--- src/rtl/down_timer.sv ---
// Loadable down-counting interval timer with borrow output, one-shot/periodic modes.
// Optional input prescaler enabled by defining DOWN_TIMER_PRESCALE_EN (adds parameter P).
module down_timer #(
    parameter int N = 8
`ifdef DOWN_TIMER_PRESCALE_EN
    , parameter int P = 4
`endif
) (
    input  logic         clk,
    input  logic         rst,
    input  logic [N-1:0] reloadData,
    input  logic         start,
    input  logic         stop,
    input  logic         periodic,
    input  logic         en,
    output logic [N-1:0] out,
    output logic         bo,
    output logic         busy,
    output logic         done
);

    typedef enum logic {IDLE, RUN} state_t;

    state_t state;
    logic   tick;

`ifdef DOWN_TIMER_PRESCALE_EN
    localparam int PW = (P > 1) ? $clog2(P) : 1;
    localparam logic [PW-1:0] PMAX = PW'(P - 1);

    logic [PW-1:0] pre;

    assign tick = en & (pre == PMAX);
`else
    assign tick = en;
`endif

    assign bo = busy & tick & (out == '0);

    always_ff @(posedge clk or posedge rst) begin
        if (rst) begin
            state <= IDLE;
            out   <= '0;
            busy  <= 1'b0;
            done  <= 1'b0;
`ifdef DOWN_TIMER_PRESCALE_EN
            pre   <= '0;
`endif
        end else begin
            done <= 1'b0;
            if (stop) begin
                state <= IDLE;
                busy  <= 1'b0;
`ifdef DOWN_TIMER_PRESCALE_EN
                pre   <= '0;
`endif
            end else if (start) begin
`ifdef DOWN_TIMER_PRESCALE_EN
                pre <= '0;
`endif
                // A zero-length interval from IDLE completes at once; a restart in RUN always reloads.
                if (state == IDLE && reloadData == '0) begin
                    out  <= '0;
                    done <= 1'b1;
                end else begin
                    out   <= reloadData;
                    state <= RUN;
                    busy  <= 1'b1;
                end
            end else if (state == RUN) begin
`ifdef DOWN_TIMER_PRESCALE_EN
                if (en)
                    pre <= (pre == PMAX) ? '0 : pre + PW'(1);
`endif
                if (tick) begin
                    if (out != '0) begin
                        out <= out - N'(1);
                    end else begin
                        done <= 1'b1;
                        if (periodic) begin
                            out <= reloadData;
                        end else begin
                            state <= IDLE;
                            busy  <= 1'b0;
                        end
                    end
                end
            end
        end
    end

endmodule

--- config.mk ---
export PLATFORM = sky130hd
export DESIGN_NAME = down_timer
export DESIGN_NICKNAME = d
export VERILOG_FILES = /design/src/rtl/down_timer.sv
export SDC_FILE = /design/constraint.sdc
export NUM_CORES = 1
export LEC_CHECK = 0
export CAP_MARGIN = 0
export CORE_MARGIN = 2
export CORE_UTILIZATION = 39
export CTS_CLUSTER_SIZE = 20
export DETAILED_ROUTE_END_ITERATION = 10
export HOLD_SLACK_MARGIN = 0.05
export MAX_ROUTING_LAYER = met4
export PLACE_DENSITY = 0.84
export SLEW_MARGIN = 10
export SYNTH_ARGS = -nofsm -noshare
export SYNTH_HDL_FRONTEND = slang
export SYNTH_SLANG_ARGS = --single-unit
--- constraint.sdc ---
create_clock -name clk -period 1.7 [get_ports clk]
set_input_delay 0.255 -clock clk [delete_from_list [all_inputs] [get_ports clk]]
set_output_delay 0.255 -clock clk [all_outputs]
set_load 0.03 [all_outputs]
==> impl_metrics.csv <==
group,metric,value,unit
status,status,"finished, violations left",
status,violations,"setup timing",
sta,hold_viol_final,0,
final_layout,fill_cells,131,
cts,cts-root-buf,"clkbuf_4",
yosys,yosysMostFrequentCell,"dfrtp_1",
yosys,ys.flop_type,"dfrtp_1",
cts,cts_buffer_depth,2,
placement,hpwl,2060,um
global_routing,grt_pass1_vias,976,
setup_path,criticalPathCategory,"flop to flop",
cts,clk_latency,0.27,ns
floorplan,dieHeight,48.5,um
floorplan,ioPinCount,25,
sta,worstMarginPinSlew,0.453,ns
yosys,synth_top_area_share,35.7,%
cts,cts_tree,"built",
floorplan,die-area,0.00235,mm2
floorplan,die-width,48.5,um
final_layout,syn_to_final_growth,92.9,%
final_layout,layout-drive-gt1-share,43.0,%
setup_path,cp_cell_sequence,"inv_2 > ha_4 > or3b_4 > buf_6 > or4_4 > a21oi_2",
final_layout,num_antenna_cells,0,
placement,port-buffer-count,24,
power,power.density,855,mW/mm2
cts,clock-sinks,11,
global_routing,overflow,0,
routing,detail-route-antenna-nets,0,
sta,timing.final.ws_setup,-0.161,ns
sta,rsz0062_at_grt,"true",
final_layout,design_area,0.00149,mm2
yosys,seq_area_frac_synth,35.7,%
setup_path,path_depth,6,
setup_path,critPathMaxFanout,5,
final_layout,finalNetCount,168,
sta,period_needed,1.86,ns
sta,finalCritPeriodShare,109,%
sta,maxSlewViolCount,0,
power,ir_drop,0.742,mV
final_layout,multi_input_area,599,um2
sta,whs,0.296,ns
cts,cts_inserted_buffers,3,
final_layout,regArea,282,um2
floorplan,core,0.00192,mm2
setup_path,crit_slowest_cell,"or4_4",
yosys,syn_area,772,um2
setup_path,r2r_end,"done",
sta,relSlewSlack,69.8,%
yosys,synthesis.nets,108,
yosys,ys_top_cells_by_count,"dfrtp_1 (11), o21ai_0 (9), inv_1 (7), nor2_1 (7), nand2_1 (6)",
setup_path,critPathTopFamily,"simple AND/OR/NAND/NOR gates",
setup_path,endpoint,"done",
global_routing,antenna_found_initial,0,
sta,finClkSkew,0.00100,ns
cts,cts_max_level,1,
routing,remaining_drc_errors,0,
cts,cts_hold_buf,0,
setup_path,worst_setup_path_start_kind,"flop",
run,drv_cap,0,
final_layout,fin_util,77.5,%
yosys,synth.avg_cell_area,8.39,um2
yosys,async_flop_share,100,%
yosys,yosysTopAreaCell,"dfrtp_1",
routing,routed_wl,3010,um
sta,setup-tns-final,-0.732,ns
setup_path,endpoint_kind,"flop",
yosys,yosys-top-cells-area,"dfrtp_1 (36%), o21ai_0 (5.8%), inv_1 (3.4%), nor2_1 (3.4%), a21oi_1 (3.2%)",
floorplan,num_rows,16,
placement,gp_congestion,0.861,
yosys,yosys_warnings,0,
setup_path,max_stage_delay,0.48,ns
setup_path,reg2reg_slack,-0.16,ns
global_routing,grt_max_degree,12,
setup_path,crit_required,1.91,ns
setup_path,critPathBufInv,2,
floorplan,start_util,40.2,%
yosys,syn_inst,92,
sta,clock.fmax,0.537,GHz
setup_path,critPathLaunch,"out[0]",
cts,clk_pin_slew,0.06,ns
routing,vias,1012,
global_routing,grt_pass1_wl,4800,um
setup_path,crit_arrival,2.07,ns
routing,firstDrtPassIters,4,
global_routing,grt_usage,27.5,%
power,leakage,0.660,nW
setup_path,r2r-start,"out[0]",
setup_path,reg2regPathDepth,6,
routing,routed_via_density,5.69,
yosys,synth_seq_cells,11,
routing,wl_per_cell,16.9,um
sta,setup_violations,9,
hold_path,hold_class,"primary input to async pin",
placement,placed_cell_area,0.00131,mm2
routing,drtIter0Drc,44,
yosys,synth_edf_count,0,
yosys,synthDistinctLibCells,37,
[worst min-delay path by stage]
stage,slack (ns),endpoint
detailed placement,0.55,out[5]
finish,0.30,out[7]
global placement,0.55,out[5]
global route,0.32,out[7]
CTS,0.29,out[7]
floorplan,0.11,busy
[placed cells by master (no fill, tap or decap), drive strengths merged, types with 4 or more instances in the layout]
| master | count |
|---|---|
| a21oi | 5 |
| buf | 35 |
| clkbuf | 4 |
| clkdlybuf4s50 | 16 |
| dfrtp | 11 |
| dlymetal6s2s | 4 |
| inv | 7 |
| nand2 | 6 |
| nor2 | 7 |
| nor3 | 5 |
| o21ai | 10 |
[power by group]
part / switching, mW / leakage, nW / total [mW] / internal (mW)
logic: 0.361 / 0.516 / 0.708 / 0.347
registers: 0.0758 / 0.128 / 0.389 / 0.313
clock network: 0.0858 / 0.0150 / 0.177 / 0.0911
total: 0.522 / 0.660 / 1.27 / 0.751
[area by class of cell]
type	count	share of cell area, %
clock buffers	4	1.76
inverters	7	1.76
multi-input cells	71	40.3
flip-flops and latches	11	18.9
well taps	27	2.27
repair buffers	58	35.0
[cell families after synthesis]
group / synth area share, %
buffers and inverters: 5.19
flip-flops: 35.7
AND/OR/NAND/NOR: 26.1
adder cells (fa/ha/maj): 3.24
AO/OA/AOI/OAI: 26.9
multiplexers: 2.92
[routing by layer]
layer	vias to the layer above	routed length [um]	part of all wire, %	GRT usage (%)
met2	56	1570	52	48.4
met4	0	46	1.5	6.19
li1	475	-	-	-
met5	-	0	0	-
met1	475	1160	39	31.9
met3	6	225	7.5	6.48
[metrics by stage]
stage / setup WS, ns / instances / power (mW)
floorplan: -0.0945 / 92 / 0.676
global placement: -0.0977 / 170 / 0.971
detailed placement: -0.127 / 170 / 0.995
CTS: -0.179 / 178 / 1.23
global route: -0.204 / 178 / 1.35
finish: -0.161 / 178 / 1.27
[registers in the layout, summed over array words and instances, names as in the netlist]
register	cells
out	8
busy	1
done	1
state	1
[timing repair]
item / 4_1_cts / 5_1_grt
gates resized for setup: 17 / 15
pin swaps: 11 / 12
setup buffers: 5 / 2
hold endpoints to repair: 0 / 0
setup endpoints to repair: 13 / 16
(Power assumes the default switching activity.)
